==> src/rtl/counter_down_reload.sv <==
// Reloadable down counter / countdown timer with a one-cycle terminal-count
// pulse. Counts down on enabled cycles while running; at terminal count it
// either reloads the stored start value (AUTO=1) or stops at zero (AUTO=0).
module counter_down_reload #(
  parameter int WIDTH = 8
) (
  input  logic             CLK,
  input  logic             RESET,
  input  logic             ENA,
  input  logic             LOAD,
  input  logic             AUTO,
  input  logic [WIDTH-1:0] DATA,
  output logic [WIDTH-1:0] COUNT,
  output logic             TC,
  output logic             ZERO,
  output logic             BUSY
);

  typedef enum logic [1:0] {
    IDLE,
    RUN,
    EXPIRED
  } state_t;

  state_t           state_q, state_next;
  logic [WIDTH-1:0] count_q, count_next;
  logic [WIDTH-1:0] reload_q, reload_next;
  logic             tc_q, tc_next;

  // State, count, reload value and terminal pulse registers; reset has priority
  always_ff @(posedge CLK) begin
    if (!RESET) begin
      state_q  <= IDLE;
      count_q  <= '0;
      reload_q <= '0;
      tc_q     <= 1'b0;
    end else begin
      state_q  <= state_next;
      count_q  <= count_next;
      reload_q <= reload_next;
      tc_q     <= tc_next;
    end
  end

  // Next-state and datapath: LOAD beats decrement; only RUN with ENA counts
  always_comb begin
    state_next  = state_q;
    count_next  = count_q;
    reload_next = reload_q;
    tc_next     = 1'b0;
    if (LOAD) begin
      count_next  = DATA;
      reload_next = DATA;
      state_next  = (DATA != '0) ? RUN : IDLE;
    end else if (state_q == RUN && ENA) begin
      if (count_q == WIDTH'(1)) begin
        tc_next = 1'b1;
        if (AUTO) begin
          count_next = reload_q;
        end else begin
          count_next = '0;
          state_next = EXPIRED;
        end
      end else if (count_q != '0) begin
        count_next = count_q - WIDTH'(1);
      end
    end
  end

  // Outputs: BUSY from state, ZERO straight from the count register
  always_comb begin
    COUNT = count_q;
    TC    = tc_q;
    BUSY  = (state_q == RUN);
    ZERO  = (count_q == '0);
  end

endmodule
==> config.mk <==
export PLATFORM = sky130hd
export DESIGN_NAME = counter_down_reload
export DESIGN_NICKNAME = d
export VERILOG_FILES = /design/src/rtl/counter_down_reload.sv
export SDC_FILE = /design/constraint.sdc
export NUM_CORES = 1
export LEC_CHECK = 0
export CAP_MARGIN = 5
export CORE_MARGIN = 3
export CORE_UTILIZATION = 50
export DETAILED_ROUTE_END_ITERATION = 10
export PLACE_DENSITY = 0.75
export SLEW_MARGIN = 10
export SYNTH_ARGS = -nofsm -noshare
export SYNTH_HDL_FRONTEND = slang
export SYNTH_SLANG_ARGS = --single-unit
==> constraint.sdc <==
create_clock -name CLK -period 2.35 [get_ports CLK]
set_clock_uncertainty 0.2 [all_clocks]
set_input_delay 0.5875 -clock CLK [delete_from_list [all_inputs] [get_ports CLK]]
set_output_delay 0.5875 -clock CLK [all_outputs]
set_load 0.05 [all_outputs]
==> results.yml, run 1 <==
setup_path:
  critical_path.startpoint: "COUNT[1]$_SDFFE_PN0P_"
  cp_max_fo: 4
  critPathKind: "reg2out"
  crit_path_cell_trace: "clkdlybuf4s50_1"
  cp.arrival_ns: 1.49
  crit_path_end_kind: "output pin"
  rr_worst_depth: 6
  worstReg2RegStart: "COUNT[1]$_SDFFE_PN0P_"
  cp.required_ns: 1.56
  r2r_slack_ns: 0.28
  cpLargestDelayFamily: "buffers and inverters"
  rr_endpoint: "COUNT[7]$_SDFFE_PN0P_"
  slowest_delay_ns: 0.81
  critPathBufInv: 1
  cp-start-kind: "flip-flop"
  crit_path_top_delay_cell: "clkdlybuf4s50_1"
hold_path:
  hold_class: "reg2reg"
  whs_path_depth: 2
  worstHoldEndpoint: "reload_q[6]$_SDFFE_PN0P_"
  hp-start: "reload_q[6]$_SDFFE_PN0P_"
grt:
  overflow: 0
  track_usage_pct: 25.0
  grt_pass1_wl_um: 5150
  grt_pass1_vias: 1083
  grt_max_degree: 17
  grt_antenna_before_repair: 0
cells_and_area:
  drive_above_1_share_pct: 18.3
  syn2layout_area_growth_pct: 28.8
  antenna_cells: 0
  multi_input_area_um2: 722
  fillers: 174
  ff_latch_area_um2: 383
  nNetsFinal: 181
floorplanning:
  coreArea_mm2: 0.00206
  initial_core_util_pct: 55.6
  std_cell_rows: 16
  pin_count: 24
  die_w_um: 53.9
  die_y_um: 53.9
  die_area_mm2: 0.00290
timing:
  setup_violations: 0
  fin_crit_sh_pct: 96.9
  whs_ns: 0.290
  hold_viol_final: 0
  setup_tns_ns: 0
  max_freq_mhz: 439
  period_minus_slack_ns: 2.28
  rsz0062_at_grt: "false"
  final-max-slew-violation-count: 0
  relSlewSlack_pct: 66.4
  worst_slew_pin_slew_ns: 0.502
place:
  dp_hpwl_um: 2390
  portBuffers: 23
  routabilityCongestion: 0.913
synth:
  synth-edff-count: 0
  synthSimpleGateAreaFrac_pct: 29.6
  syn_inst: 134
  postSynthAreaPerCell_um2: 8.55
  synthDistinctLibCells: 46
  ys_seq_area_share_pct: 33.2
  ys_seq_elements: 19
  synth_mux_area_share_pct: 3.49
  synth_flop_cell: "dfxtp_1"
  synth_top_family_by_area: "simple AND/OR/NAND/NOR gates"
  yosys_warnings: 0
  yosys.area_share.adder_pct: 3.28
  synth_compound_area_share_pct: 26.5
  netlist_area_mm2: 0.00115
  ys_async_sr_fraction_pct: 0
  synth-xor-area-share_pct: 0
  syn_nets: 150
flow_run:
  maxCapViolations: 0
route:
  ant_nets: 0
  routed_wl_um: 3110
  wl_met1_um: 1320
  wl_met3_um: 288
  viasPerCell: 6.30
  drt_iter0_drc: 50
  vias: 1204
  drc: 0
  drt_first_pass_iters: 4
  wire_per_inst_um: 16.3
  top_layer: "met4"
  met2_length_um: 1410
cts:
  numCtsBuffers: 3
  tritoncts: "yes"
  h-tree-depth: 1
  cts_root_buf: "clkbuf_4"
  ctsHoldBuffers: 0
  cts.sink_count: 19
  clk_pin_slew_ns: 0.11
  clkLatencyLatePin_ns: 0.31
  clockBufferDepth: 2
power_and_ir_drop:
  peakVddDrop_uv: 394
  powerDensity_mw_per_mm2: 582
  p_leak_nw: 0.569
status:
  status: "finished, final reports clean"
[metal layers]
metal,track usage [%],up-vias
met5,0,-
met4,14.9,0
met3,4.99,10
met2,38.3,82
met1,32.2,543
li1,-,569
[what timing repair did]
item | 4_1_cts | 5_1_grt
buffers inserted | 0 | 0
gates resized for setup | 0 | 2
endpoints found under the setup margin | 0 | 1
endpoints found under the hold margin | 0 | 0
[power breakdown]
part | total (W) | leakage [nW] | internal [W] | switching, W
Sequential | 0.000376 | 0.157 | 0.000344 | 0.0000319
Combinational | 0.000308 | 0.396 | 0.000131 | 0.000176
Clock | 0.000176 | 0.0150 | 0.0000663 | 0.000110
Total | 0.000860 | 0.569 | 0.000542 | 0.000318
[through the flow]
step	setup slack, ns	power, W	area (um^2)	utilization [%]	cells
6_report	0.0739	0.000860	1480	71.6	191
3_5_place_dp	0.100	0.000685	1450	70.2	187
3_3_place_gp	0.140	0.000683	1450	70.2	187
2_1_floorplan	0.0420	0.000574	1150	-	134
4_1_cts	0.0453	0.000857	1470	71.5	191
5_1_grt	0.0328	0.000897	1480	71.6	191
[Yosys cell counts (all sizes together) (5+ instances only)]
| library cell | instances | area share, % |
|---|---|---|
| nor4 | 6 | 4.6 |
| nor2b | 8 | 4.4 |
| nor2 | 5 | 1.6 |
| nand3 | 6 | 2.6 |
| a21boi | 5 | 3.3 |
| o21ai | 6 | 2.6 |
| a31oi | 5 | 2.7 |
| dfxtp | 19 | 33 |
| nand2 | 13 | 4.3 |
[cell families after synthesis]
logic type               after synthesis
AO/OA/AOI/OAI                         40
multiplexers                           4
flip-flops                            19
buffers and inverters                 10
adder cells (fa/ha/maj)                3
AND/OR/NAND/NOR                       58
[layout by cell type, fill, tap and decap left out, types with 3 or more instances in the layout]
master	instances
a21oi_1	3
nand2_1	13
nor2b_1	8
o31ai_1	4
o21ai_1	4
nor2_1	5
a21boi_0	4
inv_1	4
clkbuf_4	3
o21a_1	3
nor3_1	3
ha_1	3
nand3_1	6
clkdlybuf4s50_1	14
buf_4	15
a31oi_1	5
nor4_1	5
mux2i_1	4
dfxtp_1	17
[worst reg2reg max path, cell delays in order, from the launching register on]
cell and delay, ns:
dfxtp_1 0.37, inv_1 0.10, ha_1 0.30, or3_1 0.36, a2111oi_0 0.38, a32oi_1 0.15
a21boi_1 0.15
[registers in the layout, summed over array words and instances, names as in the netlist]
signal / cells
TC: 1
state_q: 2
COUNT: 8
reload_q: 8
[worst max path at each step]
stage | to | slack (ns) | cells after the start
6_report | COUNT[1] | 0.07 | 1
5_1_grt | COUNT[1] | 0.03 | 1
4_1_cts | ZERO | 0.05 | 4
3_5_place_dp | COUNT[7]$_SDFFE_PN0P_ | 0.10 | 5
3_3_place_gp | COUNT[2]$_SDFFE_PN0P_ | 0.14 | 5
2_1_floorplan | COUNT[7]$_SDFFE_PN0P_ | 0.04 | 6
[area by class of cell]
type                    instances  area share (%)
well taps                      27            2.29
inverters                       5            1.27
clock buffers                   4            1.78
repair buffers                 31            19.8
flip-flops and latches         19            25.9
multi-input cells             105            48.9
No activity file was read; power rests on OpenSTA's default activity.
==> run 2: changes to the inputs <==
--- a/config.mk
+++ b/config.mk
@@ -6,6 +6,7 @@
 export NUM_CORES = 1
 export LEC_CHECK = 0
 export CAP_MARGIN = 5
+export CORE_ASPECT_RATIO = 0.7
 export CORE_MARGIN = 3
 export CORE_UTILIZATION = 50
 export DETAILED_ROUTE_END_ITERATION = 10
==> run 2 against run 1 <==
Compared with the run above:
- sequential share of layout area rose by 0.066 points
- combinational power hardly changed
- power about the same
==> results.yml, run 2 (synthesized netlist as in run 1, its figures left out) <==
status:
  status: "finished, final reports clean"
route:
  vias: 1177
  wire_per_inst_um: 16.1
  viasPerCell: 6.13
  ant_nets: 0
  drt_first_pass_iters: 4
  routed_wl_um: 3090
  drc: 0
  drt_iter0_drc: 156
power_and_ir_drop:
  peakVddDrop_uv: 330
  p_int_w: 0.000539
  power_frac_clock_pct: 20.3
  powerDensity_mw_per_mm2: 583
  power_frac_comb_pct: 35.8
  p_sw_w: 0.000320
  sequentialPowerShare_pct: 43.9
  switching_share_pct: 37.3
  p_leak_nw: 0.576
cts:
  h-tree-depth: 1
  numCtsBuffers: 3
  clockBufferDepth: 2
  tritoncts: "yes"
  clkLatencyLatePin_ns: 0.31
  cts_root_buf: "clkbuf_4"
  cts_setup_buffers: 0
  clk_pin_slew_ns: 0.11
  cts.sink_count: 19
timing:
  worst_slew_pin_slew_ns: 0.498
  final-max-slew-violation-count: 0
  setup_tns_ns: 0
  period_minus_slack_ns: 2.25
  max_freq_mhz: 445
  fin_crit_sh_pct: 95.6
  rsz0062_at_grt: "false"
  setup_violations: 0
  hold_viol_final: 0
  relSlewSlack_pct: 66.7
cells_and_area:
  fillers: 164
  antenna_cells: 0
  drive_above_1_share_pct: 17.9
  nNetsFinal: 179
  ff_latch_area_um2: 383
  final_cell_mix: "17 x dfxtp_1, 13 x nand2_1, 13 x clkdlybuf4s50_1, 13 x buf_4, 8 x nor2b_1"
  fin_cells: 192
  final_common_cell: "dfxtp_1"
  syn2layout_area_growth_pct: 28.5
  multi_input_area_um2: 726
hold_path:
  hold_class: "reg2reg"
grt:
  grt_antenna_before_repair: 0
  track_usage_pct: 22.6
  grt_max_degree: 19
  grt_pass1_vias: 1023
  grt_pass1_wl_um: 5090
  overflow: 0
floorplanning:
  initial_core_util_pct: 57.3
  die_w_um: 63.2
  die_y_um: 46.1
  pin_count: 24
  std_cell_rows: 13
  die_area_mm2: 0.00291
  coreArea_mm2: 0.00200
setup_path:
  crit_path_top_delay_cell: "dfxtp_1"
  crit_path_end_kind: "output pin"
  cp.required_ns: 1.56
  cp.arrival_ns: 1.46
  crit_path_cell_trace: "nor4_4 > and3_4 > buf_12"
  critPathKind: "reg2out"
  cp-start-kind: "flip-flop"
  cp_max_fo: 6
  slowest_delay_ns: 0.41
place:
  routabilityCongestion: 0.973
  dp_hpwl_um: 2370
  dp.cells: 188
  portBuffers: 23
flow_run:
  maxCapViolations: 0
[run 2: power groups by stage]
stage	registers [W]	clock network, W	logic, W
2_1_floorplan	0.000413	0	0.000160
6_report	0.000377	0.000174	0.000307
4_1_cts	0.000375	0.000178	0.000301
3_3_place_gp	0.000382	0	0.000300
3_5_place_dp	0.000383	0	0.000300
5_1_grt	0.000381	0.000195	0.000330
[run 2: worst max-delay path, delay by kind of cell, from the launching register on]
family | cells | cell delay [ns]
DFF | 1 | 0.41
buffers and inverters | 1 | 0.14
and+or+nand+nor | 2 | 0.61
[run 2: stage by stage]
step           cell area [um^2]  power (W)  hold slack (ns)  setup WS [ns]  util, %
6_report                   1470   0.000859            0.296          0.104     73.6
5_1_grt                    1470   0.000907            0.322         0.0194     73.6
4_1_cts                    1460   0.000854            0.303         0.0436     73.2
3_5_place_dp               1440   0.000682            0.286         0.0724     71.8
3_3_place_gp               1440   0.000683            0.267         0.0571     71.8
2_1_floorplan              1150   0.000574            0.248         0.0420        -
[run 2: cell type report]
cell class | count | share of cell area (%)
well taps | 30 | 2.55
clock buffers | 3 | 1.53
inverters | 5 | 1.27
flip-flops and latches | 19 | 26.0
clock inverters | 1 | 0.340
repair buffers | 29 | 19.0
multi-input cells | 105 | 49.3
[run 2: layer usage]
layer  up-vias  GRT usage, %  wire length (um)
li1        563             -                 -
met1       536          32.9              1420
met5         -             0                 0
met2        67          34.4              1330
met4         0          5.15                31
met3        11          4.88               310
[run 2: path summary, 6_finish.rpt]
kind,start,endpoint,slack (ns),cells past startpoint
max reg2reg,COUNT[1]$_SDFFE_PN0P_,COUNT[7]$_SDFFE_PN0P_,0.23,6
min reg2reg,reload_q[0]$_SDFFE_PN0P_,reload_q[0]$_SDFFE_PN0P_,0.30,2
max,COUNT[7]$_SDFFE_PN0P_,ZERO,0.10,3
min,reload_q[0]$_SDFFE_PN0P_,reload_q[0]$_SDFFE_PN0P_,0.30,2
[run 2: repair_timing]
action | CTS | global route
gates resized for setup | 0 | 4
hold buffers | 0 | 0
setup endpoints to repair | 0 | 2
==> run 3: changes to the inputs <==
--- a/config.mk
+++ b/config.mk
@@ -10,6 +10,7 @@
 export CORE_MARGIN = 3
 export CORE_UTILIZATION = 50
 export DETAILED_ROUTE_END_ITERATION = 10
+export MAX_ROUTING_LAYER = met4
 export PLACE_DENSITY = 0.75
 export SLEW_MARGIN = 10
 export SYNTH_ARGS = -nofsm -noshare
==> run 3 against run 2 <==
Compared with the run above:
- clock power hardly changed
- non-clock buffer count is 1 higher
- setup slack worse by 0.049 ns
- via count is 1.8% higher
- critical path type unchanged
- largest power group unchanged
- core utilization is 0.19 points higher
- sequential power hardly changed
==> results.yml, run 3 (synthesized netlist as in run 1, its figures left out) <==
timing:
  hold_viol_final: 0
  fin_crit_sh_pct: 97.6
  setup_violations: 0
  period_minus_slack_ns: 2.29
  worst_slew_pin_slew_ns: 0.502
  max_freq_mhz: 436
  final-max-slew-violation-count: 0
  rsz0062_at_grt: "false"
  setup_tns_ns: 0
  relSlewSlack_pct: 66.5
  whs_ns: 0.281
place:
  dp_hpwl_um: 2530
  routabilityCongestion: 0.978
  portBuffers: 23
cts:
  postCtsResizedCells: 0
  h-tree-depth: 1
  cts_root_buf: "clkbuf_4"
  clk_pin_slew_ns: 0.11
  tritoncts: "yes"
  clkLatencyLatePin_ns: 0.31
  cts_setup_buffers: 0
  numCtsBuffers: 3
  cts.sink_count: 19
  ctsHoldBuffers: 0
  clockBufferDepth: 2
route:
  viasPerCell: 6.21
  vias: 1198
  drt_first_pass_iters: 4
  wire_per_inst_um: 17.4
  routed_wl_um: 3350
  drt_iter0_drc: 99
  drc: 0
  ant_nets: 0
cells_and_area:
  antenna_cells: 0
  drive_above_1_share_pct: 18.4
  final_cell_mix: "17 x dfxtp_1, 14 x buf_4, 13 x nand2_1, 13 x clkdlybuf4s50_1, 8 x nor2b_1"
  nNetsFinal: 180
  syn2layout_area_growth_pct: 28.8
  final_common_cell: "dfxtp_1"
grt:
  grt_max_degree: 23
  track_usage_pct: 25.4
  overflow: 0
  grt_pass1_wl_um: 5380
  grt_pass1_vias: 1114
  grt_antenna_before_repair: 0
floorplanning:
  initial_core_util_pct: 57.3
  die_area_mm2: 0.00291
  coreArea_mm2: 0.00200
  die_y_um: 46.1
  std_cell_rows: 13
  die_w_um: 63.2
  pin_count: 24
hold_path:
  hold_class: "reg2reg"
setup_path:
  critical_path.startpoint: "COUNT[1]$_SDFFE_PN0P_"
  cp.required_ns: 1.56
  crit_path_end_kind: "output pin"
  cpLargestDelayFamily: "flip-flops"
  cp.arrival_ns: 1.51
  critPathKind: "reg2out"
  rr_endpoint: "COUNT[7]$_SDFFE_PN0P_"
  critPathBufInv: 2
  slowest_delay_ns: 0.42
  worst-path-stages: 4
  crit_path_top_delay_cell: "dfxtp_1"
  cp_max_fo: 5
  cp-start-kind: "flip-flop"
  crit_end: "ZERO"
  r2r_slack_ns: 0.15
  worstReg2RegStart: "COUNT[1]$_SDFFE_PN0P_"
  rr_worst_depth: 6
  crit_path_cell_trace: "inv_1 > ha_1 > and3_2 > buf_12"
power_and_ir_drop:
  peakVddDrop_uv: 363
  powerDensity_mw_per_mm2: 585
  p_leak_nw: 0.581
flow_run:
  maxCapViolations: 0
status:
  status: "finished, final reports clean"
run 3: cell count changes in the layout (fill, tap and decap cells not counted):
cell and change:
buf_4 +1, and3_4 -1, and3_2 +1
run 3: layout make-up:
| type | instances | area (um^2) |
|---|---|---|
| clock buffers | 3 | 22.5 |
| clock inverters | 1 | 5.00 |
| fillers | 156 | 524 |
| inverters | 5 | 18.8 |
| multi-input cells | 105 | 722 |
| flip-flops and latches | 19 | 383 |
| well taps | 30 | 37.5 |
| repair buffers | 30 | 288 |
run 3: per-layer routing:
layer  vias up  GRT usage, %  wire [um]
li1        569             -          -
met1       554          32.3       1470
met2        69          39.2       1500
met3         6          6.83        360
met4         0          9.44         33
met5         -             -          0
run 3: per-stage QoR:
| step | util (%) | cells | setup WS [ns] | power, W | area (um^2) |
|---|---|---|---|---|---|
| final | 73.8 | 193 | 0.0552 | 0.000864 | 1480 |
| after global routing | 73.8 | 193 | 0.0114 | 0.000904 | 1480 |
| after CTS | 73.5 | 193 | 0.00836 | 0.000860 | 1470 |
| after detailed placement | 72.2 | 189 | 0.117 | 0.000687 | 1440 |
| after global placement | 72.2 | 189 | 0.132 | 0.000683 | 1440 |
| after floorplan | - | 134 | 0.0420 | 0.000574 | 1150 |
run 3: worst min path at each step:
| stage | from | slack [ns] | cells after the start | to |
|---|---|---|---|---|
| after global placement | reload_q[0]$_SDFFE_PN0P_ | 0.26 | 2 | reload_q[0]$_SDFFE_PN0P_ |
| after global routing | reload_q[0]$_SDFFE_PN0P_ | 0.32 | 2 | reload_q[0]$_SDFFE_PN0P_ |
| final | reload_q[0]$_SDFFE_PN0P_ | 0.28 | 2 | reload_q[0]$_SDFFE_PN0P_ |
| after floorplan | reload_q[0]$_SDFFE_PN0P_ | 0.25 | 2 | reload_q[0]$_SDFFE_PN0P_ |
| after detailed placement | reload_q[2]$_SDFFE_PN0P_ | 0.27 | 2 | reload_q[2]$_SDFFE_PN0P_ |
| after CTS | reload_q[2]$_SDFFE_PN0P_ | 0.28 | 2 | reload_q[2]$_SDFFE_PN0P_ |
run 3: worst min-delay path: cells and delay by family, from the launching register on:
kind               cells  cell delay [ns]
and+or+nand+nor        1             0.05
AOI/OAI and AO/OA      1             0.07
DFF                    1             0.33
run 3: power by group:
part	internal [W]	switching, W
logic	0.000130	0.000180
clock network	0.0000637	0.000111
registers	0.000344	0.0000346
total	0.000538	0.000325
